===== src/rtl/proc_control_unit.sv =====
// Multi-cycle control sequencer for the cs147sec05 datapath: INIT/FETCH/DECODE/EXE/MEM/WB.
// Optional feature macro PROC_CTRL_HALT_ON_UNKNOWN_EN: unknown encodings trap in HALT instead of acting as NOP.
module proc_control_unit #(
    parameter int unsigned FETCH_WAIT = 0
) (
    input  logic        CLK,
    input  logic        RST,
    input  logic [31:0] INSTRUCTION,
    input  logic        ZERO,
    output logic [31:0] CTRL,
    output logic        MEM_READ,
    output logic        MEM_WRITE,
    output logic [2:0]  STATE
);

    typedef enum logic [2:0] {
        INIT   = 3'd0,
        FETCH  = 3'd1,
        DECODE = 3'd2,
        EXE    = 3'd3,
        MEM    = 3'd4,
        WB     = 3'd5,
        HALT   = 3'd7
    } state_t;

    localparam logic [1:0] WAIT_LAST = 2'(FETCH_WAIT);

`ifdef PROC_CTRL_HALT_ON_UNKNOWN_EN
    localparam bit HALT_EN = 1'b1;
`else
    localparam bit HALT_EN = 1'b0;
`endif

    state_t      state, state_nxt;
    logic [1:0]  wait_cnt, wait_nxt;
    logic [31:0] ctrl_nxt;
    logic        rd_nxt, wr_nxt;

    logic [5:0] opcode, funct;
    logic       unused_instr_bits;
    assign opcode            = INSTRUCTION[31:26];
    assign funct             = INSTRUCTION[5:0];
    assign unused_instr_bits = ^INSTRUCTION[25:6];

    logic       r_alu, r_shift, r_jr, i_alu_s, i_alu_z, is_br, is_lw, is_sw;
    logic       is_push, is_pop, is_lui, is_jmp, is_jal, known, br_taken;
    logic [5:0] alu_oprn;

    always_comb begin
        r_alu    = 1'b0;
        r_shift  = 1'b0;
        r_jr     = 1'b0;
        alu_oprn = 6'd0;
        if (opcode == 6'h00) begin
            case (funct)
                6'h20: begin r_alu = 1'b1;   alu_oprn = 6'd1; end
                6'h22: begin r_alu = 1'b1;   alu_oprn = 6'd2; end
                6'h2c: begin r_alu = 1'b1;   alu_oprn = 6'd3; end
                6'h24: begin r_alu = 1'b1;   alu_oprn = 6'd6; end
                6'h25: begin r_alu = 1'b1;   alu_oprn = 6'd7; end
                6'h27: begin r_alu = 1'b1;   alu_oprn = 6'd8; end
                6'h2a: begin r_alu = 1'b1;   alu_oprn = 6'd9; end
                6'h01: begin r_shift = 1'b1; alu_oprn = 6'd5; end
                6'h02: begin r_shift = 1'b1; alu_oprn = 6'd4; end
                6'h08: r_jr = 1'b1;
                default: ;
            endcase
        end
        i_alu_s = (opcode == 6'h08) || (opcode == 6'h1d) || (opcode == 6'h0a);
        i_alu_z = (opcode == 6'h0c) || (opcode == 6'h0d);
        is_br   = (opcode == 6'h04) || (opcode == 6'h05);
        is_lw   = (opcode == 6'h23);
        is_sw   = (opcode == 6'h2b);
        is_push = (opcode == 6'h1b);
        is_pop  = (opcode == 6'h1c);
        is_lui  = (opcode == 6'h0f);
        is_jmp  = (opcode == 6'h02);
        is_jal  = (opcode == 6'h03);
        case (opcode)
            6'h08, 6'h23, 6'h2b, 6'h1c: alu_oprn = 6'd1;
            6'h04, 6'h05, 6'h1b:        alu_oprn = 6'd2;
            6'h1d:                      alu_oprn = 6'd3;
            6'h0a:                      alu_oprn = 6'd9;
            6'h0c:                      alu_oprn = 6'd6;
            6'h0d:                      alu_oprn = 6'd7;
            default: ;
        endcase
        known = r_alu | r_shift | r_jr | i_alu_s | i_alu_z | is_br | is_lw | is_sw
              | is_push | is_pop | is_lui | is_jmp | is_jal;
        br_taken = ((opcode == 6'h04) && ZERO) || ((opcode == 6'h05) && !ZERO);
    end

    // Per-state output words; the FSM below registers the one for the state being entered.
    logic [31:0] fetch_ctrl, decode_ctrl, exe_ctrl, mem_ctrl, wb_ctrl;
    logic        fetch_last, mem_rd, mem_wr, wb_rd;

    always_comb begin
        fetch_ctrl     = '0;
        fetch_ctrl[28] = 1'b1;
        fetch_ctrl[1]  = fetch_last;

        decode_ctrl     = '0;
        decode_ctrl[4]  = 1'b1;
        decode_ctrl[14] = is_push | is_pop;

        exe_ctrl       = '0;
        exe_ctrl[4]    = 1'b1;
        exe_ctrl[10:5] = alu_oprn;
        if (r_alu || is_br)               exe_ctrl[25] = 1'b1;
        if (r_shift)                      exe_ctrl[24] = 1'b1;
        if (i_alu_s || is_lw || is_sw)    exe_ctrl[23] = 1'b1;
        if (is_push || is_pop) begin
            exe_ctrl[21] = 1'b1;
            exe_ctrl[24] = 1'b1;
            exe_ctrl[22] = 1'b1;
        end

        mem_ctrl = '0;
        mem_rd   = is_lw;
        mem_wr   = is_sw | is_push;
        if (is_push) begin
            mem_ctrl[27] = 1'b1;
            mem_ctrl[26] = 1'b1;
        end
        if (is_push || is_pop) mem_ctrl[2] = 1'b1;

        wb_ctrl     = '0;
        wb_rd       = is_pop;
        wb_ctrl[0]  = 1'b1;
        wb_ctrl[11] = ~r_jr;
        wb_ctrl[12] = br_taken;
        wb_ctrl[13] = ~(is_jmp | is_jal);
        if (r_alu || r_shift) begin
            wb_ctrl[3]  = 1'b1;
            wb_ctrl[17] = 1'b1;
        end
        if (i_alu_s || i_alu_z) begin
            wb_ctrl[3]  = 1'b1;
            wb_ctrl[15] = 1'b1;
        end
        if (is_lw || is_pop) begin
            wb_ctrl[3]  = 1'b1;
            wb_ctrl[15] = 1'b1;
            wb_ctrl[20] = 1'b1;
            wb_ctrl[18] = 1'b1;
        end
        if (is_pop) wb_ctrl[27] = 1'b1;
        if (is_lui) begin
            wb_ctrl[3]  = 1'b1;
            wb_ctrl[15] = 1'b1;
            wb_ctrl[19] = 1'b1;
        end
        if (is_jal) begin
            wb_ctrl[3]  = 1'b1;
            wb_ctrl[16] = 1'b1;
        end
    end

    always_comb begin
        state_nxt  = state;
        wait_nxt   = wait_cnt;
        ctrl_nxt   = '0;
        rd_nxt     = 1'b0;
        wr_nxt     = 1'b0;
        fetch_last = (WAIT_LAST == 2'd0);
        case (state)
            INIT, WB: begin
                state_nxt = FETCH;
                wait_nxt  = '0;
                ctrl_nxt  = fetch_ctrl;
                rd_nxt    = 1'b1;
            end
            FETCH: begin
                if (wait_cnt == WAIT_LAST) begin
                    state_nxt = DECODE;
                    wait_nxt  = '0;
                    ctrl_nxt  = decode_ctrl;
                end else begin
                    wait_nxt   = 2'(wait_cnt + 2'd1);
                    fetch_last = (2'(wait_cnt + 2'd1) == WAIT_LAST);
                    ctrl_nxt   = fetch_ctrl;
                    rd_nxt     = 1'b1;
                end
            end
            DECODE: begin
                if (HALT_EN && !known) begin
                    state_nxt = HALT;
                end else begin
                    state_nxt = EXE;
                    ctrl_nxt  = exe_ctrl;
                end
            end
            EXE: begin
                state_nxt = MEM;
                ctrl_nxt  = mem_ctrl;
                rd_nxt    = mem_rd;
                wr_nxt    = mem_wr;
            end
            MEM: begin
                state_nxt = WB;
                ctrl_nxt  = wb_ctrl;
                rd_nxt    = wb_rd;
            end
            HALT:    state_nxt = HALT;
            default: state_nxt = INIT;
        endcase
    end

    always_ff @(posedge CLK or negedge RST) begin
        if (!RST) begin
            state     <= INIT;
            wait_cnt  <= '0;
            CTRL      <= '0;
            MEM_READ  <= 1'b0;
            MEM_WRITE <= 1'b0;
        end else begin
            state     <= state_nxt;
            wait_cnt  <= wait_nxt;
            CTRL      <= ctrl_nxt;
            MEM_READ  <= rd_nxt;
            MEM_WRITE <= wr_nxt;
        end
    end

    assign STATE = state;

endmodule


===== config.mk =====
export PLATFORM = sky130hd
export DESIGN_NAME = proc_control_unit
export DESIGN_NICKNAME = d
export VERILOG_FILES = /design/src/rtl/proc_control_unit.sv
export SDC_FILE = /design/constraint.sdc
export NUM_CORES = 1
export LEC_CHECK = 0
export ABC_AREA = 1
export CORE_MARGIN = 2
export CORE_UTILIZATION = 45
export CTS_CLUSTER_DIAMETER = 40
export DETAILED_ROUTE_END_ITERATION = 16
export PLACE_DENSITY = 0.84
export SETUP_SLACK_MARGIN = 0.1
export SLEW_MARGIN = 20
export SYNTH_ARGS = -nofsm -noshare
export SYNTH_HDL_FRONTEND = slang
export SYNTH_SLANG_ARGS = --single-unit

===== constraint.sdc =====
create_clock -name CLK -period 2.7 [get_ports CLK]
set_input_delay 0.405 -clock CLK [delete_from_list [all_inputs] [get_ports CLK]]
set_output_delay 0.405 -clock CLK [all_outputs]
set_load 0.005 [all_outputs]

==> results.md <==
* Post-synth EDFFs at 0
* Synth top area share at 0.478
* Number of global-route vias before repair at 1,328
* Ratio of cells with drive above 1 in the final layout at 0.120
* Max Clock Freq at 567 MHz
* Via/cell ratio at 4.72
* CTS buffer count at 5
* Dpl ws at 0.683 ns
* Vias post-DR at 1,445
* Period Utilization, post-route at 0.654
* Max-cap violations at 0
* Finished Core Util at 0.633
* Sink Count at 32
* 1st-iter DRT viols at 71
* CTS resizes at 0
* Die Height at 65.0 um
* Status: completed
* Largest net degree at the start of global routing at 33
* TritonCTS clock tree: done
* Setup Skew at 0.00360 ns
* DRC at 0
* CTS max path bufs at 2
* Top-count cell post-synth: nand2_1
* Chip width at 65.0 um
* Unrepaired setup endpoints after global routing: no
* Met3 wire len at 180 um
* Critical path endpoint category: flip-flop
* Clock transition at the registers of the reported paths at 0.06 ns
* Layout area overhead at 36.1%
* Initial Utilization at 0.465
* Final net count at 295
* Setup WS post-layout at 0.935 ns
* Rows at 22
* Initial antenna violation count at 0
* Type of the most critical hold path: in2async
* Htree depth at 2
* FF+latch count, synth at 32
* Arrival time worst endpoint at 1.99 ns
* Root Driver: clkbuf_8
* Drt first pass iters at 4
* Post-route ant nets at 0
* Crit start category: primary input
* Synth Instances at 207
* Global Route Usage Sum at 0.176
* Post-Route WL at 3.30 mm
* Diode count at 0
* Post-CTS Setup Repair Bufs at 0
* Launch point of the worst path: INSTRUCTION[31]
* Prevailing post-synth register cell: dfrtp_1
* WS Path Type: in2reg
* Synth area leaders: dfrtp_1 48%, nand2_1 8.1%, nor2_1 7.4%
* Hold WS at 0.508 ns
* Cts hold-fix bufs at 0
* Final setup fails at 0
* Die area at 0.00423 mm2
* Area leader, netlist: dfrtp_1
* Post-synth top cells: 36 x nand2_1, 33 x nor2_1, 32 x dfrtp_1
* Maximum VDD drop at 199 uV
* Global route overflow at 0
* Lkg Pwr at 1.19 nW
* Dpl hpwl at 2.59 mm
* First-pass GRT wire length at 5.62 mm
* Synth warnings at 0
* Pwr Density at 464 mW/mm2
* Drt wl/cell at 10.8 um
* IO Pins at 72
* WP data required at 2.92 ns
* Port buffer count at 46
* Setup TNS at 0 ns
* Placed cells at 298
* Highest metal used: met4
* Syn avg cell area at 8.09 um2
* Crit path time final at 1.76 ns
* Final GP Congestion at 0.872
* Met1 WL at 1.47 mm
* Final Hold Fails at 0
* FF-to-FF Start: STATE[1]
* Seq/Total Area, Yosys at 0.478
* Core area at 0.00361 mm2
* Non-Filler Instances at 306
* Mapped Area at 0.00168 mm2
* Worst-path maximum fanout at 9
* Clk Latency, worst-skew pair at 0.29 ns
* Yosys cell types at 28
* Fin. max-slew vios at 0
* Async SR Flop Fraction at 1.00
* Met2 wire len at 1.57 mm
==> state kept, by name, summed over array words and instances, names as in the netlist <==
signal     count
CTRL          25
MEM_WRITE      1
STATE          3
wait_cnt       2
MEM_READ       1
==> area by class of cell <==
class                           count  area (um2)
Fill cell                         305        1330
Sequential cell                    32         801
Multi-Input combinational cell    139         706
Timing Repair Buffer               47         468
Inverter                           32         120
Clock buffer                        7        96.3
Tap cell                           48        60.1
Clock inverter                      1        30.0
==> logic make-up after synthesis <==
logic type               synth area share
AO/OA/AOI/OAI                      0.0814
adder cells (fa/ha/maj)            0.0224
buffers and inverters               0.110
flip-flops                          0.478
other                             0.00224
AND/OR/NAND/NOR                     0.306
==> placed cells by master (no fill, tap or decap), drive strengths merged <==
master	netlist	layout
a21oi	11	11
a41oi	1	1
and2	1	1
and3	1	1
buf	8	1
bufinv	0	1
clkbuf	0	7
clkdlybuf4s50	0	46
conb	1	5
dfrtp	32	32
ha	3	3
inv	32	32
nand2	40	40
nand3	19	19
nand3b	1	1
nand4	3	3
nor2	41	41
nor3	2	2
o2111ai	1	1
o21ai	9	9
o31ai	1	1
==> per-layer routing <==
metal / track usage / vias to the layer above
met3: 0.0382 / 6
met2: 0.284 / 46
met4: 0.0885 / 0
met1: 0.223 / 656
li1: - / 737
met5: 0 / -
==> power breakdown <==
group	switching (mW)	internal [mW]
clock	0.167	0.325
combinational	0.0506	0.0339
sequential	0.000234	0.481
==> stage by stage <==
step	area, um2	total power, mW
global route	2280	1.10
global placement	2150	0.572
floorplan	1690	0.534
finish	2280	1.06
detailed placement	2150	0.574
CTS	2280	1.06
==> critical path, stage by stage <==
cell and delay, ns:
clkdlybuf4s50_1 0.51, nor2_4 0.24, and3_1 0.45, nand2_2 0.12
nand2_1 0.10, o21ai_1 0.08, inv_1 0.08
==> final timing paths <==
kind	to	slack [ns]	cells past startpoint
min	CTRL[1]	0.51	2
max reg2reg	CTRL[24]	1.34	4
min reg2reg	wait_cnt[1]	0.61	2
min in group CLK	wait_cnt[1]	0.61	2
max in group asynchronous	MEM_READ	1.91	2
max	CTRL[25]	0.94	7
No activity file was read; power rests on OpenSTA's default activity.
